==> src/rtl/mem_req_arbiter_if.sv <==
// Bus bundle between the I$/D$ miss paths, the arbiter and the memory port.
// The arbiter side uses the slave modport; the cache/memory side uses master.
interface mem_req_arbiter_if #(
    parameter int ADDR_WIDTH = 32,
    parameter int LINE_WIDTH = 128
) ();
    logic                  icache_req_valid;
    logic [ADDR_WIDTH-1:0] icache_req_addr;
    logic                  dcache_req_valid;
    logic [ADDR_WIDTH-1:0] dcache_req_addr;
    logic                  dcache_req_is_store;
    logic [LINE_WIDTH-1:0] dcache_req_data;
    logic                  mem_req_valid;
    logic                  mem_req_ready;
    logic [ADDR_WIDTH-1:0] mem_req_addr;
    logic                  mem_req_is_store;
    logic [LINE_WIDTH-1:0] mem_req_data;
    logic                  mem_rsp_valid;
    logic [LINE_WIDTH-1:0] mem_rsp_data;
    logic                  rsp_valid_miss;
    logic                  rsp_cache_id;
    logic [LINE_WIDTH-1:0] rsp_data_miss;
    logic                  protocol_error;

    modport slave (
        input  icache_req_valid, icache_req_addr,
        input  dcache_req_valid, dcache_req_addr, dcache_req_is_store, dcache_req_data,
        input  mem_req_ready, mem_rsp_valid, mem_rsp_data,
        output mem_req_valid, mem_req_addr, mem_req_is_store, mem_req_data,
        output rsp_valid_miss, rsp_cache_id, rsp_data_miss, protocol_error
    );

    modport master (
        output icache_req_valid, icache_req_addr,
        output dcache_req_valid, dcache_req_addr, dcache_req_is_store, dcache_req_data,
        output mem_req_ready, mem_rsp_valid, mem_rsp_data,
        input  mem_req_valid, mem_req_addr, mem_req_is_store, mem_req_data,
        input  rsp_valid_miss, rsp_cache_id, rsp_data_miss, protocol_error
    );
endinterface

==> src/rtl/mem_req_arbiter.sv <==
// Arbitrates one outstanding I$/D$ miss each onto the single memory port,
// D$ first with a bounded-starvation guard for I$.
module mem_req_arbiter #(
    parameter int ADDR_WIDTH  = 32,
    parameter int LINE_WIDTH  = 128,
    parameter int REQ_LATENCY = 4,
    parameter int MAX_D_WINS  = 3
) (
    input  logic             clock,
    input  logic             reset,
    mem_req_arbiter_if.slave bus
);
    localparam int CW = $clog2(REQ_LATENCY + 1);
    localparam int DW = $clog2(MAX_D_WINS + 1);
    localparam logic [CW-1:0] CNT_LAST = CW'(REQ_LATENCY - 1);
    localparam logic [DW-1:0] WINS_MAX = DW'(MAX_D_WINS);

    typedef enum logic [1:0] {S_IDLE, S_DELAY, S_ISSUE, S_WAIT_RSP} state_t;

    state_t                r_state;
    state_t                w_state_next;
    logic                  r_pend_i;
    logic                  r_pend_d;
    logic [ADDR_WIDTH-1:0] r_i_addr;
    logic [ADDR_WIDTH-1:0] r_d_addr;
    logic                  r_d_store;
    logic [LINE_WIDTH-1:0] r_d_data;
    logic                  r_sel;
    logic [CW-1:0]         r_cnt;
    logic [DW-1:0]         r_d_wins;
    logic                  r_rsp_valid;
    logic                  r_rsp_id;
    logic [LINE_WIDTH-1:0] r_rsp_data;
    logic                  r_perr;
    logic                  w_grant_i;
    logic                  w_grant_d;
    logic                  w_done;
    logic                  w_clr_i;
    logic                  w_clr_d;
    logic                  w_issue;

    always_ff @(posedge clock) begin
        if (reset) r_state <= S_IDLE;
        else       r_state <= w_state_next;
    end

    always_comb begin
        w_state_next = r_state;
        w_grant_i    = 1'b0;
        w_grant_d    = 1'b0;
        w_done       = 1'b0;
        case (r_state)
            S_IDLE: begin
                // D$ wins unless I$ has already lost MAX_D_WINS times in a row
                if (r_pend_d && !(r_pend_i && r_d_wins == WINS_MAX)) begin
                    w_grant_d    = 1'b1;
                    w_state_next = S_DELAY;
                end else if (r_pend_i) begin
                    w_grant_i    = 1'b1;
                    w_state_next = S_DELAY;
                end
            end
            S_DELAY:    if (r_cnt == CNT_LAST) w_state_next = S_ISSUE;
            S_ISSUE:    if (bus.mem_req_ready) w_state_next = S_WAIT_RSP;
            S_WAIT_RSP: begin
                if (bus.mem_rsp_valid) begin
                    w_done       = 1'b1;
                    w_state_next = S_IDLE;
                end
            end
            default:    w_state_next = S_IDLE;
        endcase
    end

    assign w_clr_i = w_done && !r_sel;
    assign w_clr_d = w_done && r_sel;

    always_ff @(posedge clock) begin
        if (reset) begin
            r_pend_i    <= 1'b0;
            r_pend_d    <= 1'b0;
            r_i_addr    <= '0;
            r_d_addr    <= '0;
            r_d_store   <= 1'b0;
            r_d_data    <= '0;
            r_sel       <= 1'b0;
            r_cnt       <= '0;
            r_d_wins    <= '0;
            r_rsp_valid <= 1'b0;
            r_rsp_id    <= 1'b0;
            r_rsp_data  <= '0;
            r_perr      <= 1'b0;
        end else begin
            if (w_grant_i || w_grant_d) begin
                r_sel <= w_grant_d;
                r_cnt <= '0;
            end else if (r_state == S_DELAY) begin
                r_cnt <= r_cnt + 1'b1;
            end

            if (!r_pend_i || w_grant_i)
                r_d_wins <= '0;
            else if (w_grant_d && r_d_wins != WINS_MAX)
                r_d_wins <= r_d_wins + 1'b1;

            r_rsp_valid <= w_done;
            if (w_done) begin
                r_rsp_id   <= r_sel;
                r_rsp_data <= (r_sel && r_d_store) ? '0 : bus.mem_rsp_data;
            end

            // A request coinciding with its own cache's response is captured
            if (bus.icache_req_valid) begin
                if (r_pend_i && !w_clr_i) begin
                    r_perr <= 1'b1;
                end else begin
                    r_pend_i <= 1'b1;
                    r_i_addr <= bus.icache_req_addr;
                end
            end else if (w_clr_i) begin
                r_pend_i <= 1'b0;
            end

            if (bus.dcache_req_valid) begin
                if (r_pend_d && !w_clr_d) begin
                    r_perr <= 1'b1;
                end else begin
                    r_pend_d  <= 1'b1;
                    r_d_addr  <= bus.dcache_req_addr;
                    r_d_store <= bus.dcache_req_is_store;
                    r_d_data  <= bus.dcache_req_data;
                end
            end else if (w_clr_d) begin
                r_pend_d <= 1'b0;
            end
        end
    end

    assign w_issue              = (r_state == S_ISSUE);
    assign bus.mem_req_valid    = w_issue;
    assign bus.mem_req_addr     = w_issue ? (r_sel ? r_d_addr : r_i_addr) : '0;
    assign bus.mem_req_is_store = w_issue && r_sel && r_d_store;
    assign bus.mem_req_data     = (w_issue && r_sel) ? r_d_data : '0;
    assign bus.rsp_valid_miss   = r_rsp_valid;
    assign bus.rsp_cache_id     = r_rsp_id;
    assign bus.rsp_data_miss    = r_rsp_data;
    assign bus.protocol_error   = r_perr;
endmodule

==> src/flat_wrapper.sv <==
// flat-port wrapper written by rule: the top's interface ports become plain ports
module mem_req_arbiter_flat 
#(
    parameter int ADDR_WIDTH  = 32,
    parameter int LINE_WIDTH  = 128,
    parameter int REQ_LATENCY = 4,
    parameter int MAX_D_WINS  = 3
)
  (clock, reset, bus_icache_req_valid, bus_icache_req_addr, bus_dcache_req_valid, bus_dcache_req_addr, bus_dcache_req_is_store, bus_dcache_req_data, bus_mem_req_ready, bus_mem_rsp_valid, bus_mem_rsp_data, bus_mem_req_valid, bus_mem_req_addr, bus_mem_req_is_store, bus_mem_req_data, bus_rsp_valid_miss, bus_rsp_cache_id, bus_rsp_data_miss, bus_protocol_error);
  mem_req_arbiter_if #(.ADDR_WIDTH(ADDR_WIDTH), .LINE_WIDTH(LINE_WIDTH)) bus_i ();
  input  logic clock;
  input  logic reset;
  input wire logic [$bits(bus_i.icache_req_valid)-1:0] bus_icache_req_valid;
  input wire logic [$bits(bus_i.icache_req_addr)-1:0] bus_icache_req_addr;
  input wire logic [$bits(bus_i.dcache_req_valid)-1:0] bus_dcache_req_valid;
  input wire logic [$bits(bus_i.dcache_req_addr)-1:0] bus_dcache_req_addr;
  input wire logic [$bits(bus_i.dcache_req_is_store)-1:0] bus_dcache_req_is_store;
  input wire logic [$bits(bus_i.dcache_req_data)-1:0] bus_dcache_req_data;
  input wire logic [$bits(bus_i.mem_req_ready)-1:0] bus_mem_req_ready;
  input wire logic [$bits(bus_i.mem_rsp_valid)-1:0] bus_mem_rsp_valid;
  input wire logic [$bits(bus_i.mem_rsp_data)-1:0] bus_mem_rsp_data;
  output wire logic [$bits(bus_i.mem_req_valid)-1:0] bus_mem_req_valid;
  output wire logic [$bits(bus_i.mem_req_addr)-1:0] bus_mem_req_addr;
  output wire logic [$bits(bus_i.mem_req_is_store)-1:0] bus_mem_req_is_store;
  output wire logic [$bits(bus_i.mem_req_data)-1:0] bus_mem_req_data;
  output wire logic [$bits(bus_i.rsp_valid_miss)-1:0] bus_rsp_valid_miss;
  output wire logic [$bits(bus_i.rsp_cache_id)-1:0] bus_rsp_cache_id;
  output wire logic [$bits(bus_i.rsp_data_miss)-1:0] bus_rsp_data_miss;
  output wire logic [$bits(bus_i.protocol_error)-1:0] bus_protocol_error;
  assign bus_i.icache_req_valid = bus_icache_req_valid;
  assign bus_i.icache_req_addr = bus_icache_req_addr;
  assign bus_i.dcache_req_valid = bus_dcache_req_valid;
  assign bus_i.dcache_req_addr = bus_dcache_req_addr;
  assign bus_i.dcache_req_is_store = bus_dcache_req_is_store;
  assign bus_i.dcache_req_data = bus_dcache_req_data;
  assign bus_i.mem_req_ready = bus_mem_req_ready;
  assign bus_i.mem_rsp_valid = bus_mem_rsp_valid;
  assign bus_i.mem_rsp_data = bus_mem_rsp_data;
  assign bus_mem_req_valid = bus_i.mem_req_valid;
  assign bus_mem_req_addr = bus_i.mem_req_addr;
  assign bus_mem_req_is_store = bus_i.mem_req_is_store;
  assign bus_mem_req_data = bus_i.mem_req_data;
  assign bus_rsp_valid_miss = bus_i.rsp_valid_miss;
  assign bus_rsp_cache_id = bus_i.rsp_cache_id;
  assign bus_rsp_data_miss = bus_i.rsp_data_miss;
  assign bus_protocol_error = bus_i.protocol_error;
  mem_req_arbiter #(.ADDR_WIDTH(ADDR_WIDTH), .LINE_WIDTH(LINE_WIDTH), .REQ_LATENCY(REQ_LATENCY), .MAX_D_WINS(MAX_D_WINS)) u_core (.clock(clock), .reset(reset), .bus(bus_i));
endmodule
==> config.mk <==
export PLATFORM = sky130hd
export DESIGN_NAME = mem_req_arbiter_flat
export DESIGN_NICKNAME = d
export VERILOG_FILES = /design/src/rtl/mem_req_arbiter_if.sv /design/src/rtl/mem_req_arbiter.sv /design/src/flat_wrapper.sv
export SDC_FILE = /design/constraint.sdc
export NUM_CORES = 1
export LEC_CHECK = 0
export CORE_AREA = 2 2 244 246
export DETAILED_ROUTE_END_ITERATION = 16
export DIE_AREA = 0 0 246 248
export PLACE_DENSITY_LB_ADDON = 0.1
export RECOVER_POWER = 100
export REMOVE_ABC_BUFFERS = 1
export SLEW_MARGIN = 20
export SYNTH_ARGS = -nofsm -noshare
export SYNTH_HDL_FRONTEND = slang
export SYNTH_SLANG_ARGS = --single-unit
==> constraint.sdc <==
create_clock -name clock -period 3.99 [get_ports clock]
set_clock_uncertainty 0.05 [all_clocks]
set_input_delay 0.5985 -clock clock [delete_from_list [all_inputs] [get_ports clock]]
set_output_delay 0.5985 -clock clock [all_outputs]
set_load 0.05 [all_outputs]
==> flow_summary.ini <==
[yosys]
synthXorXnorAreaFrac_pct = 0.0571
synthAdderAreaFrac_pct = 0.653
synth_seq_cells = 334
synth_area_per_cell_sq_um = 8.97
yosysSeqAreaShare_pct = 43.6
syn_area_sq_mm = 0.0153
yosysUniqueCellTypes = 29
yosys_warnings = 0
synthMuxAreaShare_pct = 14.9
synth_compound_area_share_pct = 4.82
synth_top_family_by_area = simple AND/OR/NAND/NOR gates
synth_simple_gate_area_share_pct = 30.7
synth_cells = 1708

[pwr]
p_leak_uw = 0.00980
irDropWorstVdd_mv = 0.308
p_per_area_mw_per_mm2 = 411

[worst_setup_path]
cp_top_family = buffers and inverters
r2r-end = u_core.bus.rsp_data_miss[9]
path_cells = inv_1, ha_4, buf_12, and3_1, dlygate4sd3_1
reg2reg_slack_ns = 0.78
worstPathRequired_ns = 3.34
setup.worst_path.start_class = flop
worst-path-buf-inv = 3
critPathMaxStageDelay_ns = 0.87
path_class = flop to output pin
crit_path_end_kind = output pin
r2r_cells = 5
worstPathArrival_ns = 3.12
cpMaxStageDelayCell = dlygate4sd3_1
crit_fanout = 72
regToRegStartpoint = u_core.r_sel

[finish]
post-route-cell-area_sq_mm = 0.0234
layout_common_cells = nand2b_1, dfxtp_1, clkdlybuf4s50_1
fillers = 5895
syn2layout_area_growth_pct = 52.8
final_common_cell = nand2b_1
drive_above_1_share_pct = 4.15
num-nets-final = 2569

[place]
postPlaceCellArea_sq_mm = 0.0220
dp_hpwl_um = 40100
portBuffers = 619
place_ws_ns = 0.577
gp_congestion = 0.805

[sta]
setup-violations-final = 0
slew_headroom_pct = -88.3
setup_ws_ns = 0.218
worstMarginPinSlew_ns = 2.82
slew_viol_final = 158
timing.hold.ws_ns = 0.395
rsz0062_at_grt = no
period_share_pct = 94.5
finalCriticalPeriod_ns = 3.77
fmax_mhz = 265
hold_violations = 0

[drt]
wl_met2_um = 27000
routed_wirelength_um = 57800
top_layer = met5
vias = 13700
vias_per_cell = 4.50
drtIter0Drc = 535
routedWlPerCell_um = 19.0
drt_pass1_iterations = 5
met3_length_um = 5360
met1_length_um = 23900
antenna_left = 0
drc = 0

[clocking]
clock-sinks = 334
clockBufferDepth = 3
cts_buffers = 42
cts-hold-fix-buffers = 0
clk_latency_ns = 0.55
tritoncts = built
path_clk_slew_ns = 0.06
ctsHtreeMaxLevel = 2
cts-root-buf = clkbuf_16

[global_routing]
track_usage_pct = 17.9
grt_pass1_wl_um = 84200
antenna_found_initial = 14
grt_pass1_vias = 13600
grt_max_degree = 160
grt-ovfl-total = 0

[min_path]
hold_class = flop to flop
hold_end = u_core.bus.rsp_data_miss[94]
holdPathStages = 2
worstHoldStart = u_core.bus.rsp_data_miss[94]

[floorplan]
num_rows = 89
die-area_sq_mm = 0.0610
start_util_pct = 26.2
die_h_um = 248
dieWidth_um = 246
core_area_sq_mm = 0.0585
pin_count = 620

[status]
violations = max-capacitance violations, max-slew violations
status = complete, but fails checks

[run]
maxCapViolations = 1
==> worst max-delay path by stage <==
| stage | cells past startpoint | slack (ns) | endpoint | startpoint |
|---|---|---|---|---|
| after detailed placement | 5 | 0.58 | bus_mem_req_data[69] | u_core.r_state[0] |
| after CTS | 5 | 0.18 | bus_mem_req_addr[19] | u_core.r_state[0] |
| after floorplan | 3 | -10.77 | u_core.r_d_addr[0] | u_core.r_sel |
| after global routing | 5 | 0.06 | bus_mem_req_data[49] | u_core.r_state[0] |
| final | 5 | 0.22 | bus_mem_req_data[69] | u_core.r_state[0] |
| after global placement | 5 | 0.66 | bus_mem_req_data[113] | u_core.r_state[0] |
==> cell usage after synthesis, drive strengths merged <==
cell type  instances  share of area, %
nand2b           393                16
dfxtp            334                44
mux2i            228                15
a21oi            134               4.4
nand2            133               3.3
nand3            131               4.3
and3             129               5.3
clkbuf            98               2.4
buf               61               2.8
nor2b             35               1.4
nor2               9              0.22
ha                 8              0.65
inv                3             0.073
a21boi             2              0.12
a2111oi            1             0.098
a211oi             1             0.049
a31oi              1             0.041
a32oi              1             0.057
and2               1             0.041
nand3b             1             0.049
nand4b             1             0.057
o21ai              1             0.033
o21bai             1             0.049
xnor2              1             0.057
==> worst reg2reg max path, delay by kind of cell, from the launching register on <==
| kind | cells | cell delay [ns] |
|---|---|---|
| buffers and inverters | 2 | 1.10 |
| AND/OR/NAND/NOR | 2 | 0.97 |
| flip-flops | 1 | 0.76 |
| AO/OA/AOI/OAI | 1 | 0.09 |
==> power breakdown <==
| part | total [uW] | switching, uW | internal, uW |
|---|---|---|---|
| combinational | 1990 | 1140 | 851 |
| clock | 3940 | 1520 | 2420 |
| sequential | 3690 | 155 | 3540 |
| total | 9630 | 2820 | 6810 |
==> sequential cells by signal (all words and copies together), names as in the netlist, 2 cells and up <==
register / flops
u_core.r_d_wins: 2
u_core.r_d_addr: 32
u_core.r_state: 2
u_core.bus.rsp_data_miss: 128
u_core.r_d_data: 128
u_core.r_cnt: 3
u_core.r_i_addr: 32
==> final cells by class <==
cell class	count	area (sq um)	area share [%]
antenna	7	17.5	0.0748
clock buffer	65	1300	5.54
clock inverter	9	124	0.529
inverter	3	11.3	0.0481
multi-input combinational	1212	7880	33.6
sequential	334	6690	28.6
tap	773	967	4.13
timing repair buffer	641	6440	27.5
==> routing by layer <==
metal / track usage, % / up-vias
met1: 21.3 / 6414
met3: 7.24 / 87
met5: 0 / -
li1: - / 6740
met4: 5.78 / 14
met2: 29.5 / 428
==> repair_timing <==
item | CTS | global route
endpoints found under the setup margin | 68 | 0
resized for setup | 0 | 0
buffers inserted | 1 | 0
==> metrics by stage <==
step | std cells | utilization, % | total power [uW] | setup TNS [ns]
6_report | 3044 | 40.1 | 9630 | 0
5_1_grt | 3040 | 40.1 | 10100 | 0
4_1_cts | 3037 | 40.1 | 9830 | 0
3_5_place_dp | 2962 | 37.6 | 5780 | 0
3_3_place_gp | 2962 | 37.6 | 5750 | 0
2_1_floorplan | 1549 | - | 4930 | -2013.46
==> cells by family (layout without fill, tap and decap cells) <==
logic type | count (synthesis) | after routing
compound gates | 142 | 142
buf+inv | 162 | 718
other cells | 0 | 7
xor+xnor | 1 | 1
mux | 228 | 228
fa+ha+maj | 8 | 8
flops | 334 | 334
simple gates | 833 | 833
Note: power is estimated with default switching activity, not from simulation.
